### config.mk
export PLATFORM = sky130hd
export DESIGN_NAME = controlador_ascensor
export DESIGN_NICKNAME = d
export VERILOG_FILES = /design/src/rtl/ascensor_pkg.sv /design/src/rtl/temporizador_puerta.sv /design/src/rtl/controlador_ascensor.sv
export SDC_FILE = /design/constraint.sdc
export NUM_CORES = 1
export LEC_CHECK = 0
export ABC_AREA = 1
export ABC_CLOCK_PERIOD_IN_PS = 2300
export CAP_MARGIN = 0
export CORE_AREA = 5 5 73 75
export CTS_BUF_LIST = sky130_fd_sc_hd__clkbuf_8
export DETAILED_ROUTE_END_ITERATION = 8
export DIE_AREA = 0 0 78 80
export HOLD_SLACK_MARGIN = 0.1
export PLACE_DENSITY = 0.75
export SLEW_MARGIN = 20
export SYNTH_ARGS = -nofsm -noshare
export SYNTH_HDL_FRONTEND = slang
export SYNTH_SLANG_ARGS = --single-unit
### constraint.sdc
create_clock -name clk -period 2.3 [get_ports clk]
set_input_delay 0.46 -clock clk [delete_from_list [all_inputs] [get_ports clk]]
set_output_delay 0.46 -clock clk [all_outputs]
set_load 0.01 [all_outputs]
### src/rtl/ascensor_pkg.sv
// Shared types, output codes, button indices and request-decoding helpers
// for the four-floor elevator controller.
// Purely combinational helpers; no state lives here.
package ascensor_pkg;

  typedef enum logic [2:0] {
    REPOSO,
    ABRIENDO,
    ABIERTA,
    CERRANDO,
    MOVIENDO
  } estado_t;

  localparam logic [1:0] MOTOR_PARO      = 2'b00;
  localparam logic [1:0] MOTOR_SUBE      = 2'b01;
  localparam logic [1:0] MOTOR_BAJA      = 2'b10;

  localparam logic [1:0] PUERTA_MANTENER = 2'b00;
  localparam logic [1:0] PUERTA_ABRIR    = 2'b01;
  localparam logic [1:0] PUERTA_CERRAR   = 2'b10;

  localparam logic [1:0] DIR_NINGUNA     = 2'b00;
  localparam logic [1:0] DIR_SUBE        = 2'b01;
  localparam logic [1:0] DIR_BAJA        = 2'b10;

  localparam int IDX_P1_SUBE = 0;
  localparam int IDX_P2_BAJA = 1;
  localparam int IDX_P2_SUBE = 2;
  localparam int IDX_P3_BAJA = 3;
  localparam int IDX_P3_SUBE = 4;
  localparam int IDX_P4_BAJA = 5;
  localparam int IDX_CAB_P1  = 6;
  localparam int IDX_CAB_P2  = 7;
  localparam int IDX_CAB_P3  = 8;
  localparam int IDX_CAB_P4  = 9;

  // Hall-up call bit at floor f (none at the top floor).
  function automatic logic [9:0] llamada_sube(input logic [1:0] f);
    logic [9:0] m;
    m = '0;
    case (f)
      2'd0:    m[IDX_P1_SUBE] = 1'b1;
      2'd1:    m[IDX_P2_SUBE] = 1'b1;
      2'd2:    m[IDX_P3_SUBE] = 1'b1;
      default: m = '0;
    endcase
    return m;
  endfunction

  // Hall-down call bit at floor f (none at the bottom floor).
  function automatic logic [9:0] llamada_baja(input logic [1:0] f);
    logic [9:0] m;
    m = '0;
    case (f)
      2'd1:    m[IDX_P2_BAJA] = 1'b1;
      2'd2:    m[IDX_P3_BAJA] = 1'b1;
      2'd3:    m[IDX_P4_BAJA] = 1'b1;
      default: m = '0;
    endcase
    return m;
  endfunction

  function automatic logic [9:0] cabina(input logic [1:0] f);
    return 10'b1 << (IDX_CAB_P1 + int'(f));
  endfunction

  // Every request bit that belongs to floor f.
  function automatic logic [9:0] mascara_piso(input logic [1:0] f);
    return cabina(f) | llamada_sube(f) | llamada_baja(f);
  endfunction

  function automatic logic hay_arriba(input logic [1:0] f, input logic [9:0] p);
    logic r;
    r = 1'b0;
    for (int g = 0; g < 4; g++) begin
      if (g > int'(f)) r = r | (|(mascara_piso(2'(g)) & p));
    end
    return r;
  endfunction

  function automatic logic hay_abajo(input logic [1:0] f, input logic [9:0] p);
    logic r;
    r = 1'b0;
    for (int g = 0; g < 4; g++) begin
      if (g < int'(f)) r = r | (|(mascara_piso(2'(g)) & p));
    end
    return r;
  endfunction

  // Requests answered by a stop at floor f travelling in direction sube.
  // The opposite hall call is only answered when nothing lies further on,
  // because the car is about to reverse there anyway.
  function automatic logic [9:0] servicio(input logic [1:0] f, input logic sube,
                                          input logic [9:0] p);
    logic [9:0] m;
    if (sube) begin
      m = cabina(f) | llamada_sube(f);
      if (!hay_arriba(f, p)) m = m | llamada_baja(f);
    end else begin
      m = cabina(f) | llamada_baja(f);
      if (!hay_abajo(f, p)) m = m | llamada_sube(f);
    end
    return m;
  endfunction

endpackage

### src/rtl/temporizador_puerta.sv
// Loadable down-counter shared by door dwell and close-timeout timing.
// Load takes priority over decrement; count saturates at zero.
// fin is high on the last counted cycle (count <= 1) and stays high at zero.
module temporizador_puerta #(
  parameter int W = 16
) (
  input  logic         clk,
  input  logic         rst_n,
  input  logic         carga,
  input  logic [W-1:0] valor,
  input  logic         en,
  output logic         fin
);

  logic [W-1:0] cuenta;

  // Load a new interval or count down towards zero.
  always_ff @(posedge clk or negedge rst_n) begin
    if (!rst_n) begin
      cuenta <= '0;
    end else if (carga) begin
      cuenta <= valor;
    end else if (en && (cuenta != '0)) begin
      cuenta <= cuenta - 1'b1;
    end
  end

  assign fin = (cuenta <= W'(1));

endmodule

### src/rtl/controlador_ascensor.sv
// Collective (SCAN) elevator controller: latches requests, sequences doors and motor.
// Motor/door commands follow the state register; floor stop takes effect the cycle after cambio_piso.
// No backpressure: requests are latched every cycle; sensor glitches are flagged on aviso[1].
module controlador_ascensor #(
  parameter int T_ESPERA     = 100,
  parameter int T_CIERRE_MAX = 1000
) (
  input  logic       clk,
  input  logic       rst_n,
  input  logic [9:0] botones,
  input  logic       cambio_piso,
  input  logic [1:0] boton_abrir_cerrar,
  input  logic       sensor_puertas,
  input  logic [1:0] puertas_abiertas,
  output logic [9:0] luces,
  output logic [1:0] display_num,
  output logic [1:0] display_dir,
  output logic [3:0] aviso,
  output logic [1:0] puertas,
  output logic [1:0] motor
);
  import ascensor_pkg::*;

  localparam int TMAX = (T_ESPERA > T_CIERRE_MAX) ? T_ESPERA : T_CIERRE_MAX;
  localparam int TW   = $clog2(TMAX + 1);
  localparam logic [TW-1:0] CARGA_ESPERA = TW'(T_ESPERA);
  localparam logic [TW-1:0] CARGA_CIERRE = TW'(T_CIERRE_MAX);

  estado_t    estado, estado_sig;
  logic [1:0] piso, piso_sig;
  logic       sube, sube_pref;
  logic [9:0] pendientes, limpiar, servicio_act;
  logic       error_sensor, llegada, llegar;
  logic       carga, en_cuenta, fin;
  logic [TW-1:0] valor;
  logic       abrir, cerrar, tope_abierta, tope_cerrada;
  logic       arriba, abajo, paso_ok, parar;

  assign abrir        = boton_abrir_cerrar[0];
  assign cerrar       = boton_abrir_cerrar[1];
  assign tope_abierta = puertas_abiertas[0];
  assign tope_cerrada = puertas_abiertas[1];

  assign arriba       = hay_arriba(piso, pendientes);
  assign abajo        = hay_abajo(piso, pendientes);
  assign servicio_act = servicio(piso, sube, pendientes);
  assign paso_ok      = sube ? (piso != 2'd3) : (piso != 2'd0);
  assign piso_sig     = sube ? (piso + 2'd1) : (piso - 2'd1);
  // Stop at the next floor if it serves a request, or unconditionally at the shaft ends.
  assign parar        = (|(servicio(piso_sig, sube, pendientes) & pendientes)) ||
                        (sube ? (piso_sig == 2'd3) : (piso_sig == 2'd0));
  // Keep direction while work lies ahead, otherwise reverse if work lies behind.
  assign sube_pref    = (sube ? arriba : abajo) ? sube :
                        ((sube ? abajo : arriba) ? ~sube : sube);

  temporizador_puerta #(.W(TW)) u_temporizador (
    .clk   (clk),
    .rst_n (rst_n),
    .carga (carga),
    .valor (valor),
    .en    (en_cuenta),
    .fin   (fin)
  );

  // State register.
  always_ff @(posedge clk or negedge rst_n) begin
    if (!rst_n) estado <= REPOSO;
    else        estado <= estado_sig;
  end

  // Next state, actuator commands, timer control and request clearing.
  always_comb begin
    estado_sig = estado;
    puertas    = PUERTA_MANTENER;
    motor      = MOTOR_PARO;
    carga      = 1'b0;
    valor      = CARGA_ESPERA;
    en_cuenta  = 1'b0;
    limpiar    = '0;
    llegar     = 1'b0;
    case (estado)
      REPOSO: begin
        if ((|(mascara_piso(piso) & pendientes)) || abrir) begin
          estado_sig = ABRIENDO;
        end else if (arriba || abajo) begin
          estado_sig = CERRANDO;
          carga      = 1'b1;
          valor      = CARGA_CIERRE;
        end
      end
      CERRANDO: begin
        puertas   = PUERTA_CERRAR;
        en_cuenta = 1'b1;
        if (sensor_puertas || abrir) begin
          estado_sig = ABRIENDO;
        end else if (tope_cerrada) begin
          estado_sig = (arriba || abajo) ? MOVIENDO : REPOSO;
        end
      end
      MOVIENDO: begin
        motor = sube ? MOTOR_SUBE : MOTOR_BAJA;
        if (cambio_piso && paso_ok && parar) begin
          estado_sig = ABRIENDO;
          llegar     = 1'b1;
        end
      end
      ABRIENDO: begin
        puertas = PUERTA_ABRIR;
        if (tope_abierta) begin
          estado_sig = ABIERTA;
          limpiar    = servicio_act;
          carga      = 1'b1;
        end
      end
      ABIERTA: begin
        en_cuenta = 1'b1;
        // Presses answered by the open door are swallowed rather than latched.
        limpiar   = servicio_act;
        if (abrir || (|(botones & servicio_act))) begin
          carga = 1'b1;
        end else if ((fin || cerrar) && !sensor_puertas) begin
          estado_sig = CERRANDO;
          carga      = 1'b1;
          valor      = CARGA_CIERRE;
        end
      end
      default: estado_sig = REPOSO;
    endcase
  end

  // Request latch: new presses set, the current stop's service set clears.
  always_ff @(posedge clk or negedge rst_n) begin
    if (!rst_n) pendientes <= '0;
    else        pendientes <= (pendientes | botones) & ~limpiar;
  end

  // Floor tracking, sticky sensor error and one-cycle arrival pulse.
  always_ff @(posedge clk or negedge rst_n) begin
    if (!rst_n) begin
      piso         <= 2'd0;
      error_sensor <= 1'b0;
      llegada      <= 1'b0;
    end else begin
      llegada <= llegar;
      if (cambio_piso) begin
        if ((estado == MOVIENDO) && paso_ok) piso <= piso_sig;
        else                                 error_sensor <= 1'b1;
      end
    end
  end

  // Travel direction is only re-chosen while the car is stationary with doors shut or shutting.
  always_ff @(posedge clk or negedge rst_n) begin
    if (!rst_n) begin
      sube <= 1'b1;
    end else if ((estado == REPOSO) || (estado == CERRANDO)) begin
      sube <= sube_pref;
    end
  end

  // Direction indicator is blank when idle with no work.
  always_comb begin
    display_dir = sube ? DIR_SUBE : DIR_BAJA;
    if ((pendientes == '0) && (estado != MOVIENDO)) display_dir = DIR_NINGUNA;
  end

  assign luces       = pendientes;
  assign display_num = piso;
  assign aviso       = {estado == ABIERTA, llegada, error_sensor, (estado == CERRANDO) && fin};

endmodule

; ---- Word-level counts from Yosys, hierarchy flattened
; Cells that the tools add are included.
[classes]
n_addsub = 5
n_lt_le_gt_ge = 13
eq_ne = 18
shifts = 2
n_mux = 200
bitwise_logic = 67
n_reduce_logical = 48
[ops]
columns = cell, n
row1 = $or A10 B10 Y10, 29
row2 = $mux W9, 28
row3 = $and A10 B10 Y10, 22
row4 = $reduce_or A10 Y1, 21
row5 = $mux W10, 17
row6 = $mux W1, 125
row7 = $pmux W10 S2, 2
row8 = $mux W5, 6
row9 = $mux W3, 9
row10 = $mux W4, 6
row11 = $shl A1 B4 Y10 const A, 2
row12 = $pmux W3 S5, 1
row13 = $or A1 B1 Y1, 12
row14 = $le A10 B1 Y1 const B, 1
row15 = $logic_not A10 Y1, 1
row16 = $not A10 Y10, 1
row17 = $reduce_bool A10 Y1, 1
row18 = $sub A10 B1 Y10 const B, 1
row19 = $ne A3 B3 Y1 const B, 3
row20 = $add A3 B2 Y4 const A, 2
row21 = $eq A2 B2 Y1 const B, 4
row22 = $gt A2 B2 Y1 const A, 4
row23 = $lt A1 B2 Y1 const A, 4
row24 = $mux W2, 4
row25 = 23 further kinds, 47
[totals]
register_bits = 28
in_bits = 18
out_inout_bits = 22
elab_cells = 360

; ---- Depth between registers and ports, before layout
[logic_depth]
ltp_word = 27
ltp_mapped = 16
mapped_depth_nobuf = 16

; ---- Cells and area by module
; From an unflattened synthesis, not the netlist that was laid out.
[hier_totals]
hier_cells = 327
hier_area_um2 = 2235.9
[modules_own_cells]
columns = module, n_inst, cells_each, area_each_um2
row1 = controlador_ascensor, 1, 215, 1481.4
row2 = temporizador_puerta, 1, 112, 754.5

; ---- Worst setup path before layout
; OpenSTA, ideal clock, no wires.
[synth_path]
kind = reg2reg
from = register piso[0], in the netlist display_num[0]
to = register estado[1]
setup_time_ns = 0.117
arrival_ns = 2.038
t_required_ns = 2.183
path_slack_ns = 0.146
stages_incl_launch_ff = 15
path_buffers = 0
path_cell_list = dfrtp_1 inv_1 ha_1 nand2_1 inv_1 nor2_1 nand2_1 o21ai_0 nor2_1 nand4_1 nand2_2 a21oi_4 nand2_1 nand2_1 nand2_1
[synth_via]
elab_chain_cells = 19
[synth_lines]
columns = element, line_no
row1 = from (decl), controlador_ascensor.sv:30  ; logic [1:0] piso, piso_sig;
row2 = from (signal assigned), controlador_ascensor.sv:146  ; if ((estado == MOVIENDO) && paso_ok) piso <= piso_sig;
row3 = $sub A2 B1 Y2 or $add A2 B1 Y2 (tied branches), controlador_ascensor.sv:48  ; assign piso_sig = sube ? (piso + 2'd1) : (piso - 2'd1);
row4 = $mux W2, controlador_ascensor.sv:48
row5 = $lt A1 B2 Y1 or $gt A1 B2 Y1 (tied branches), "ascensor_pkg.sv:85, ascensor_pkg.sv:76"
row6 = $mux W1 (on tied branches), "ascensor_pkg.sv:85, ascensor_pkg.sv:76"
row7 = $mux W1, ascensor_pkg.sv:96  ; if (sube) begin
row8 = $or A1 B1 Y1 (on tied branches), "ascensor_pkg.sv:85, ascensor_pkg.sv:76"
row9 = $mux W1 (on tied branches), "ascensor_pkg.sv:85, ascensor_pkg.sv:76"
row10 = $mux W1, ascensor_pkg.sv:96
row11 = (+3 left out), n/a
row12 = $mux W10 (on tied branches), "ascensor_pkg.sv:101, ascensor_pkg.sv:98"
row13 = $mux W10, ascensor_pkg.sv:96
row14 = $and A10 B10 Y10, controlador_ascensor.sv:50  ; assign parar = (|(servicio(piso_sig, sube, pendientes) & pendientes)) ||
row15 = $reduce_or A10 Y1, controlador_ascensor.sv:50
row16 = $logic_or A1 B1 Y1, controlador_ascensor.sv:50
row17 = $logic_and A1 B1 Y1, controlador_ascensor.sv:102  ; if (cambio_piso && paso_ok && parar) begin
row18 = $ne A2 B2 Y1 (no line), n/a
row19 = $reduce_and A6 Y1 (no line), n/a
row20 = to (signal assigned), controlador_ascensor.sv:68  ; else estado <= estado_sig;
row21 = to (decl), controlador_ascensor.sv:29  ; estado_t estado, estado_sig;
; Parallel ways exist; a longest one is shown, timed or not. The select of a mux whose other input is x is not followed.
; A chain may end at the register's enable or synchronous reset.

; ---- Final worst setup path
[layout_path]
from = register estado[1]
to = output port motor[0]
[layout_via]
elab_chain_cells = 2
[layout_lines]
columns = element, line_no
row1 = $eq A3 B3 Y1, controlador_ascensor.sv:81  ; case (estado)
row2 = $mux W2, controlador_ascensor.sv:81
row3 = to (decl), controlador_ascensor.sv:20  ; output logic [1:0] motor
; No other way between the ends.

==> flow_summary.json <==
{
  "outcome": "completed",
  "regToRegEndpoint": "estado[0]",
  "ys.flop_type": "dfrtp_1",
  "final-instance-count-excl-fill": 433,
  "placed_area_um2": 2710,
  "crit_path_max_incr_delay_ns": 0.53,
  "synth_edf_count": 0,
  "fin_skew_ns": 0.0111,
  "setup_ws_ns": 0.126,
  "grt_usage_pct": 18.4,
  "pin_count": 40,
  "hold_viol": 0,
  "r2r_start": "display_num[1]",
  "clkTransAtPathRegs_ns": 0.11,
  "h-tree-depth": 1,
  "netlist_instances": 323,
  "use_met1_pct": 24.8,
  "crit_slowest_cell": "clkdlybuf4s50_1",
  "drive_gt1_share_pct": 17.7,
  "ys_seq_elements": 28,
  "peakVddDrop_mv": 0.680,
  "fmax_mhz": 460,
  "port_buffers": 39,
  "crit_end": "motor[0]",
  "drv_cap": 0,
  "rrSetupSlack_ns": 0.21,
  "path_depth": 6,
  "dp_cells": 422,
  "grt_max_degree": 29,
  "powerDensity_nw_per_um2": 1290,
  "dieArea_um2": 6240,
  "multiInputGateArea_um2": 1320,
  "gr-total-overflow": 0,
  "hp-class": "flip-flop to flip-flop",
  "ctsHoldBuffers": 0,
  "final_max_slew_viol_count": 0,
  "path_cells": "nor2_2, inv_1, nor2_2, inv_2, nor2_1, clkdlybuf4s50_1",
  "final_common_cell": "nand2_1",
  "cpMostUsedCell": "nor2_2",
  "drc": 0,
  "layout_min_cycle_time_ns": 2.17,
  "total_leakage_power_nw": 1.44,
  "startpoint": "estado[1]",
  "seqCellArea_um2": 703,
  "diodes": 0,
  "worst_pin_slew_ns": 0.447,
  "hpwl_um": 4400,
  "critPathKind": "flip-flop to primary output",
  "num_rows": 25,
  "cpLargestDelayFamily": "buffers and inverters",
  "finish.utilization_pct": 62.6,
  "area_growth_pct": 30.5,
  "finalSetupViolCount": 0,
  "die_height_um": 80,
  "ant_nets": 0,
  "gp_congestion": 1.06,
  "synth-seq-area-share_pct": 31.8,
  "clkSinkCount": 28,
  "cts_root_buf": "clkbuf_8",
  "synth.distinct_cells": 36,
  "die-width_um": 78,
  "grt_pass1_vias": 2070,
  "fin_setup_tns_ns": 0,
  "fin_area_um2": 2880,
  "arrival_ns": 1.71,
  "vias": 2176,
  "viasPerCell": 5.03,
  "grt_use_met3_pct": 2.48,
  "syn-num-nets": 349,
  "holdWs_ns": 0.469,
  "netlist_area_um2": 2210,
  "cts_tree": "built",
  "pre_cts_ws_ns": 0.0531,
  "fillers": 409,
  "timing.final.crit_share_pct": 94.5,
  "syn_avg_cell_area_um2": 6.83,
  "start_util_pct": 48.0,
  "power_mw": 3.72,
  "grt_pass1_wl_um": 9420,
  "fin_nets": 406,
  "grt_util_met2_pct": 30.4,
  "crit_buf_inv": 3,
  "numCtsBuffers": 3,
  "wl_per_cell_um": 12.8,
  "dr.first_iter.drc_count": 126,
  "coreArea_um2": 4600,
  "totalWireLength_um": 5550,
  "slew_headroom_pct": 69.9,
  "reg2reg_depth": 11,
  "cts_buffer_depth": 2,
  "first_pass_iters": 4,
  "worstPathRequired_ns": 1.84,
  "synthArstFlopShare_pct": 100,
  "busiest_layer": "met2",
  "clkLatencyLatePin_ns": 0.29,
  "end_kind": "primary output",
  "grt_antenna_before_repair": 0,
  "ys_warn_count": 0,
  "worstSetupStartpointType": "flip-flop",
  "worst-path-max-fanout": 6,
  "final_cell_mix": "nand2_1 (76), inv_1 (49), nor2_1 (46), clkdlybuf4s50_1 (35), dfrtp_1 (26)"
}
## registers in the layout, indices dropped and copies added, names as in the netlist
signal / count
error_sensor: 1
luces: 10
llegada: 1
display_num: 2
estado: 3
sube: 1
u_temporizador.cuenta: 10
## repair_timing
action / in CTS / in global routing
pin swaps: 0 / 1
setup endpoints to repair: 6 / 15
endpoints found under the hold margin: 0 / 0
buffers inserted: 1 / 6
gates resized for setup: 6 / 11
## worst min path at each step
stage | from | endpoint | slack [ns] | cells past startpoint
6_report | error_sensor | error_sensor | 0.47 | 2
2_1_floorplan | rst_n | display_num[0] | 0.16 | 0
4_1_cts | error_sensor | error_sensor | 0.48 | 2
5_1_grt | error_sensor | error_sensor | 0.52 | 2
3_3_place_gp | error_sensor | error_sensor | 0.45 | 2
3_5_place_dp | error_sensor | error_sensor | 0.45 | 2
## cell usage after synthesis (2+ instances only)
cell / n / area share, %
nand3_1: 22 / 5.0
nand3_2: 3 / 1.4
buf_4: 2 / 0.68
o21ai_0: 12 / 2.7
o22ai_1: 3 / 0.85
inv_1: 50 / 8.5
nor2_1: 51 / 8.7
nand2_2: 9 / 2.6
nand2_1: 76 / 13
nor2_2: 7 / 2.0
nor2_4: 3 / 1.5
nand3_4: 2 / 1.6
ha_1: 8 / 4.5
dfrtp_1: 27 / 31
nand4_1: 2 / 0.57
a21oi_1: 7 / 1.6
nand4_2: 2 / 1.1
o21ai_1: 2 / 0.45
nor4_1: 2 / 0.57
inv_2: 4 / 0.68
xor2_1: 8 / 3.2
a31oi_1: 2 / 0.57
nor3_1: 6 / 1.4
## logic make-up (layout without fill, tap and decap cells)
kind of cell,count (synthesis),after routing,share of synthesized area [%]
AO/OA/AOI/OAI,31,31,8.74
XOR/XNOR,9,9,3.57
adder cells (fa/ha/maj),8,8,4.54
buffers and inverters,58,114,10.5
flip-flops,28,28,31.8
AND/OR/NAND/NOR,189,189,40.8
## worst register-to-register path, delay by kind of cell (launching register included)
family                   cells  cell delay (ns)
adder cells (fa/ha/maj)      1             0.26
buffers and inverters        3             0.30
AND/OR/NAND/NOR              5             0.55
AO/OA/AOI/OAI                2             0.40
flip-flops                   1             0.48
## report_power, final
part / switching (mW) / total [mW] / internal, mW
Sequential: 0.168 / 0.856 / 0.688
Combinational: 1.46 / 2.46 / 1.01
Clock: 0.171 / 0.404 / 0.234
## cell type report
cell class,count,share of cell area [%]
Multi-Input combinational cell,237,45.7
Sequential cell,28,24.4
Timing Repair Buffer,55,17.7
Tap cell,54,2.35
Clock inverter,1,1.04
Clock buffer,3,1.43
Inverter,55,7.35
## per-layer routing
| metal | vias up | routed length [um] |
|---|---|---|
| met2 | 71 | 2590 |
| li1 | 1115 | - |
| met5 | - | 0 |
| met4 | 0 | 70 |
| met1 | 983 | 2520 |
| met3 | 7 | 364 |
(Power assumes the default switching activity.)
